## src/rtl/alu_pkg.sv

```systemverilog
// Shared op encoding, named operations and controller states for the bit-serial ALU.
package alu_pkg;

    localparam int INV_A = 3;
    localparam int INV_B = 2;
    localparam int FN_HI = 1;
    localparam int FN_LO = 0;

    localparam logic [1:0] FN_AND = 2'b00;
    localparam logic [1:0] FN_OR  = 2'b01;
    localparam logic [1:0] FN_ADD = 2'b10;
    localparam logic [1:0] FN_RSV = 2'b11;

    localparam logic [3:0] ALU_AND = 4'b0000;
    localparam logic [3:0] ALU_OR  = 4'b0001;
    localparam logic [3:0] ALU_ADD = 4'b0010;
    localparam logic [3:0] ALU_SUB = 4'b0110;
    localparam logic [3:0] ALU_NOR = 4'b1100;

    typedef enum logic [1:0] {
        IDLE = 2'd0,
        RUN  = 2'd1,
        DONE = 2'd2
    } state_e;

    function automatic logic is_add(input logic [3:0] op);
        return op[FN_HI:FN_LO] == FN_ADD;
    endfunction

endpackage

```

## src/rtl/alu_slice.sv

```systemverilog
// Combinational 1-bit ALU slice; carry-out is only ever non-zero for the ADD function.
module alu_slice
    import alu_pkg::*;
(
    input  logic       a,
    input  logic       b,
    input  logic       cin,
    input  logic [3:0] op,
    output logic       res,
    output logic       cout
);

    logic a_p;
    logic b_p;

    always_comb begin
        a_p  = a ^ op[INV_A];
        b_p  = b ^ op[INV_B];
        res  = 1'b0;
        cout = 1'b0;
        case (op[FN_HI:FN_LO])
            FN_AND: res = a_p & b_p;
            FN_OR:  res = a_p | b_p;
            FN_ADD: begin
                res  = a_p ^ b_p ^ cin;
                cout = (a_p & b_p) | (a_p & cin) | (b_p & cin);
            end
            default: res = 1'b0;
        endcase
    end

endmodule

```

## src/rtl/alu_serial_ctrl.sv

```systemverilog
// Bit-serial ALU controller: feeds one operand bit pair per clock to a single slice,
// LSB first, and assembles the result word and flags at the end of the pass.
module alu_serial_ctrl
    import alu_pkg::*;
#(
    parameter int WIDTH = 32
) (
    input  logic             clk,
    input  logic             rst_n,
    input  logic             start,
    input  logic [3:0]       op,
    input  logic [WIDTH-1:0] a,
    input  logic [WIDTH-1:0] b,
    output logic             busy,
    output logic             done,
    output logic [WIDTH-1:0] result,
    output logic             zero,
    output logic             carry_out,
    output logic             overflow
);

    localparam int            CW   = (WIDTH > 1) ? $clog2(WIDTH) : 1;
    localparam logic [CW-1:0] LAST = CW'(WIDTH - 1);

    state_e           state_q, state_d;
    logic [WIDTH-1:0] a_sh_q, a_sh_d;
    logic [WIDTH-1:0] b_sh_q, b_sh_d;
    logic [WIDTH-1:0] res_sh_q, res_sh_d;
    logic [WIDTH-1:0] result_q, result_d;
    logic [3:0]       op_q, op_d;
    logic [CW-1:0]    count_q, count_d;
    logic             carry_q, carry_d;
    logic             zero_q, zero_d;
    logic             cout_q, cout_d;
    logic             ovf_q, ovf_d;

    logic slice_res;
    logic slice_cout;
    logic accept;

    alu_slice u_slice (
        .a    (a_sh_q[0]),
        .b    (b_sh_q[0]),
        .cin  (carry_q),
        .op   (op_q),
        .res  (slice_res),
        .cout (slice_cout)
    );

    assign accept = start && (state_q == IDLE || state_q == DONE);

    always_comb begin
        state_d  = state_q;
        a_sh_d   = a_sh_q;
        b_sh_d   = b_sh_q;
        res_sh_d = res_sh_q;
        result_d = result_q;
        op_d     = op_q;
        count_d  = count_q;
        carry_d  = carry_q;
        zero_d   = zero_q;
        cout_d   = cout_q;
        ovf_d    = ovf_q;

        case (state_q)
            RUN: begin
                res_sh_d = {slice_res, res_sh_q[WIDTH-1:1]};
                a_sh_d   = a_sh_q >> 1;
                b_sh_d   = b_sh_q >> 1;
                count_d  = count_q + CW'(1);
                if (is_add(op_q)) begin
                    carry_d = slice_cout;
                end
                // On the MSB, carry_q is the carry into bit WIDTH-1 and slice_cout the carry out.
                if (count_q == LAST) begin
                    state_d  = DONE;
                    result_d = res_sh_d;
                    zero_d   = (res_sh_d == '0);
                    cout_d   = is_add(op_q) ? slice_cout : 1'b0;
                    ovf_d    = is_add(op_q) ? (carry_q ^ slice_cout) : 1'b0;
                end
            end
            DONE:    state_d = IDLE;
            default: state_d = IDLE;
        endcase

        if (accept) begin
            state_d = RUN;
            a_sh_d  = a;
            b_sh_d  = b;
            op_d    = op;
            count_d = '0;
            carry_d = op[INV_B];
        end
    end

    always_ff @(posedge clk or negedge rst_n) begin
        if (!rst_n) begin
            state_q  <= IDLE;
            a_sh_q   <= '0;
            b_sh_q   <= '0;
            res_sh_q <= '0;
            result_q <= '0;
            op_q     <= '0;
            count_q  <= '0;
            carry_q  <= 1'b0;
            zero_q   <= 1'b0;
            cout_q   <= 1'b0;
            ovf_q    <= 1'b0;
        end else begin
            state_q  <= state_d;
            a_sh_q   <= a_sh_d;
            b_sh_q   <= b_sh_d;
            res_sh_q <= res_sh_d;
            result_q <= result_d;
            op_q     <= op_d;
            count_q  <= count_d;
            carry_q  <= carry_d;
            zero_q   <= zero_d;
            cout_q   <= cout_d;
            ovf_q    <= ovf_d;
        end
    end

    assign busy      = (state_q == RUN);
    assign done      = (state_q == DONE);
    assign result    = result_q;
    assign zero      = zero_q;
    assign carry_out = cout_q;
    assign overflow  = ovf_q;

endmodule

```

## config.mk

```make
export PLATFORM = sky130hd
export DESIGN_NAME = alu_serial_ctrl
export DESIGN_NICKNAME = d
export VERILOG_FILES = /design/src/rtl/alu_pkg.sv /design/src/rtl/alu_slice.sv /design/src/rtl/alu_serial_ctrl.sv
export SDC_FILE = /design/constraint.sdc
export NUM_CORES = 1
export LEC_CHECK = 0
export CORE_MARGIN = 1.5
export CORE_UTILIZATION = 45
export CTS_CLUSTER_SIZE = 16
export DETAILED_ROUTE_END_ITERATION = 8
export GPL_ROUTABILITY_DRIVEN = 1
export PLACE_DENSITY = 0.82
export SYNTH_ARGS = -nofsm -noshare
export SYNTH_HDL_FRONTEND = slang
export SYNTH_HIERARCHICAL = 1
export SYNTH_SLANG_ARGS = --single-unit
```

## constraint.sdc

```tcl
create_clock -name clk -period 3 [get_ports clk]
set_input_delay 0.45 -clock clk [delete_from_list [all_inputs] [get_ports clk]]
set_output_delay 0.45 -clock clk [all_outputs]
set_load 0.01 [all_outputs]
```

==> metrics, run 1 <==
Pwr Density=986 mW/mm²; largest family of logic cells by synthesized area=simple AND/OR/NAND/NOR gates; syn_nets=697; worst hold path class=primary input to asynchronous set/reset pin; Crit Path Max Fanout=3; multiplexer share of the synthesized area=0.0699; final routed DRC violation total=0; drt initial violations=375; post-synthesis compound-gate area fraction=0.0763; global-route wire length before repair=22.5 mm; clock sinks=142; CTS Hold Buffers Added=0; CP Capture Type=flip-flop; Slew Viols, Final=0; Inserted Clock Buffers=17; FF-to-FF End=zero; period utilisation layout=0.717; Initial Utilization=0.459; Fin Setup TNS=0 ps; setup bufs post-CTS=0; Setup-failing EPs final=0; total power=7.69 mW; dpl hpwl=8.51 mm; vias in the first global route=4569; vias per cell=5.20; overflow left after global routing=0; Fin. Hold Viols=0; post-synthesis adder-cell area fraction=0.0116; CTS clk-pin slew, worst paths=60 ps; MaxCap Viol Count=0; syn avg cell area=9.75 µm²; total core area=0.0132 mm²; Placer Congestion=0.759; Inserted Diodes=0; Synth Area in XOR/XNOR=0.00434; r2r setup slk=850 ps; Worst VDD drop=0.572 mV; most frequent cells in the layout=228 x nand2_1, 142 x dfrtp_1, 106 x clkdlybuf4s50_1; Area Overhead vs Synth=28.8%; fmax=465 MHz; largest net degree at the start of global routing=89; Pre-antenna DRT Iters=5; initial antenna violation count=0; row count=42; DIE WIDTH=119 µm; commonest non-fill, non-tap cell in the layout=nand2_1; Reg-to-Reg Start=op_q[3]; Least-Margin Pin Slew=775 ps; wirelength, routed=13.3 mm; IO Pins=108; CP required=3310 ps; cts repair resizes=0; CP Launch Type=flip-flop; clk_lat worst skew=410 ps; Wirelength per Cell=14.6 µm; Seq cells post-synth=142; Synth Area in Simple Gates=0.208; Yosys cell types=33; H-Tree Depth=4; share of post-route cells with drive strength above 1=0.103; Die H=119 µm; Worst Skew=11.2 ps; I/O Buffers=107; Seq/Total Area, Yosys=0.587; Min Clock Period, post-route=2150 ps; Layout Nets=792; DRT antenna net count=0; Slew HR=0.483; Root Buffer=clkbuf_16; Max clock buf depth=2; FF-to-FF path depth=7; Vias=4705; All-Layer GR Usage=0.199; P_leak=3.64 nW; Core Util, Final=0.591; mapped cell area=0.00605 mm²; status=finished clean; CTS tree=yes; die area=0.0142 mm²; Synth warnings=6; RSZ-0062 raised after global routing=false; hold_ws=104 ps; Setup Crit Path Kind=flip-flop to flip-flop; Worst Path Arrival=2460 ps; cells after synthesis=621
## per-stage QoR
step                instances  instance area (µm²)  setup slack [ps]
finish                    905                 7790               849
global route              905                 7790               644
CTS                       905                 7790               842
detailed placement        873                 7210               884
global placement          873                 7210               940
floorplan                 621                 6050              1050
## flip-flops by register name, indices dropped and copies added (netlist names), 2 cells and up
name	cells
a_sh_q	32
op_q	4
res_sh_q	31
b_sh_q	32
result	32
state_q	2
count_q	5
## metal layers
metal,wire length (µm),GRT usage
met1,5770,0.252
met2,6780,0.339
met3,565,0.0493
met4,142,0.0587
met5,0,0
## worst max path at each step
stage	from	to	slack [ps]	cells past startpoint
floorplan	op_q[2]	zero	1050	7
global placement	op_q[2]	zero	940	7
detailed placement	op_q[2]	zero	880	7
CTS	op_q[2]	zero	840	7
global route	op_q[2]	zero	640	7
finish	op_q[3]	zero	850	7
## cell usage after synthesis, drive strengths merged
library cell	instances	area share
inv	4	0.0029
nand3b	3	0.0037
nor2b	2	0.0021
nor3	3	0.0025
ha	4	0.0083
fa	1	0.0033
clkbuf	1	0.00062
a31oi	56	0.058
o22ai	4	0.0041
nor2	61	0.038
a21oi	1	0.00083
xor2	3	0.0043
a22o	3	0.0043
o21ai	5	0.0041
nor4	8	0.0083
mux2i	4	0.0066
nand4	3	0.0031
nand2b	3	0.0031
nand2	228	0.14
mux2	33	0.063
dfrtp	142	0.59
a22oi	3	0.0037
nand3	4	0.0033
nor4bb	1	0.0017
and3	1	0.0010
o31ai	1	0.0012
buf	39	0.039
## area by class of cell
class | count | area, µm²
Fill cell | 1062 | 5400
Sequential cell | 142 | 3550
Multi-Input combinational cell | 435 | 2250
Timing Repair Buffer | 116 | 1160
Clock buffer | 20 | 447
Tap cell | 176 | 220
Clock inverter | 12 | 136
Inverter | 4 | 17.5
## cell families after synthesis
| kind of cell | after synthesis |
|---|---|
| XOR/XNOR | 3 |
| flip-flops | 142 |
| AO/OA/AOI/OAI | 73 |
| multiplexers | 37 |
| buffers and inverters | 44 |
| adder cells (fa/ha/maj) | 5 |
| AND/OR/NAND/NOR | 317 |
## critical path, stage by stage, from the launching register on
cell and delay [ps]:
dfrtp_1 400, xor2_1 290, fa_1 470, mux2i_1 150, o22ai_1 130, nor4_1 250, nand4_1 120, o31ai_1 240
## power breakdown
group | internal (mW) | total, mW | switching [mW]
clock network | 1.25 | 2.05 | 0.795
registers | 2.72 | 3.30 | 0.575
logic | 1.13 | 2.34 | 1.21
total | 5.11 | 7.69 | 2.58
(Power assumes the default switching activity.)
==> inputs of run 2 (changes only) <==
==> constraint.sdc (replaced) <==
create_clock -name clk -period 2.1 [get_ports clk]
set_input_delay 0.315 -clock clk [delete_from_list [all_inputs] [get_ports clk]]
set_output_delay 0.315 -clock clk [all_outputs]
set_load 0.01 [all_outputs]
==> metrics, run 2 (same netlist as run 1, synthesis figures left out) <==
most frequent cells in the layout=228 x nand2_1, 141 x dfrtp_1, 105 x clkdlybuf4s50_1; Max clock buf depth=2; Setup-failing EPs final=0; commonest non-fill, non-tap cell in the layout=nand2_1; dpl hpwl=8.71 mm; placed cell areas=0.00727 mm²; Min Clock Period, post-route=2040 ps; total power=11.5 mW; Initial Utilization=0.459; switching share of power=0.324; drt initial violations=364; Vias=4770; CP Launch Type=flip-flop; Area Overhead vs Synth=31.8%; Slew HR=0.637; Fin. Hold Viols=0; RSZ-0062 raised after global routing=true; Crit Path Max Fanout=3; clock sinks=142; H-Tree Depth=4; switching power=3.74 mW; row count=42; P_leak=3.74 nW; Inserted Diodes=0; CTS tree=yes; die area=0.0142 mm²; total core area=0.0132 mm²; Slew Viols, Final=0; Inserted Clock Buffers=17; Root Buffer=clkbuf_16; Setup Crit Path Kind=flip-flop to flip-flop; sequential share of power=0.410; hold_ws=430 ps; fmax=490 MHz; Comb power frac=0.307; overflow left after global routing=0; period utilisation layout=0.971; Least-Margin Pin Slew=545 ps; MaxCap Viol Count=0; Die H=119 µm; CP Capture Type=flip-flop; clk_lat worst skew=420 ps; Pre-antenna DRT Iters=4; global-route wire length before repair=22.8 mm; cell-internal power=7.79 mW; IO Pins=108; Worst Path Arrival=2370 ps; Pwr Density=1450 mW/mm²; largest net degree at the start of global routing=100; worst hold path class=primary input to asynchronous set/reset pin; DRT antenna net count=0; CTS clk-pin slew, worst paths=60 ps; Placer Congestion=0.785; Layout Nets=799; wirelength, routed=13.4 mm; Cell Count Post-Placement=878; DIE WIDTH=119 µm; Filler cells=1043; Fin Setup TNS=0 ps; vias per cell=5.23; All-Layer GR Usage=0.205; Finished Layout Cells=912; initial antenna violation count=0; Worst Skew=6.07 ps; CP required=2430 ps; Clk pwr share=0.283; Wirelength per Cell=14.7 µm; status=finished clean; design area=0.00797 mm²; share of post-route cells with drive strength above 1=0.121; final routed DRC violation total=0; Worst VDD drop=0.639 mV; I/O Buffers=107; vias in the first global route=4748
## run 2: final timing paths
check	startpoint	to	slack [ps]	depth (start not counted)
setup / recovery	op_q[2]	zero	60	7
setup reg to reg	op_q[2]	zero	60	7
max in group asynchronous	rst_n	b_sh_q[10]	960	3
hold reg to reg	count_q[3]	count_q[3]	490	1
hold / removal	rst_n	result[4]	430	2
min in group clk	op[3]	op_q[3]	440	3
## run 2: per-stage QoR
stage,util,worst slack (ps)
2_1_floorplan,-,147
3_3_place_gp,0.551,95.1
3_5_place_dp,0.551,-39.1
4_1_cts,0.603,-12.0
5_1_grt,0.605,-60.1
6_report,0.605,60.1
## run 2: final cells by class
class | count | area, µm² | share of cell area
Timing Repair Buffer | 123 | 1240 | 0.156
Clock buffer | 22 | 494 | 0.0620
Clock inverter | 10 | 158 | 0.0198
Inverter | 4 | 17.5 | 0.00220
Sequential cell | 142 | 3550 | 0.446
Multi-Input combinational cell | 435 | 2290 | 0.287
Tap cell | 176 | 220 | 0.0276
## run 2: layer usage
layer,wire length (µm),global-route usage
met3,652,0.0512
met1,5600,0.248
met4,286,0.0851
met5,0,0
met2,6840,0.348
## run 2: power groups by stage
| stage | Combinational [mW] | Clock, mW | Sequential (mW) |
|---|---|---|---|
| after global placement | 3.25 | 0 | 4.64 |
| after global routing | 3.95 | 3.42 | 4.88 |
| after floorplan | 2.20 | 0 | 4.60 |
| final | 3.54 | 3.26 | 4.73 |
| after CTS | 3.50 | 3.30 | 4.72 |
| after detailed placement | 3.44 | 0 | 4.72 |
## run 2: repair_timing
item	4_1_cts	5_1_grt
buffers inserted	0	1
hold buffers	1	0
pin swaps	4	1
resized for setup	4	3
endpoints found under the hold margin	55	0
endpoints found under the setup margin	2	1
## run 2: critical path, stage by stage (launching register included)
cell	delay (ps)
dfrtp_1	420
xor2_2	230
fa_1	480
mux2i_2	200
o22ai_2	120
nor4_2	160
nand4_1	120
o31ai_1	210
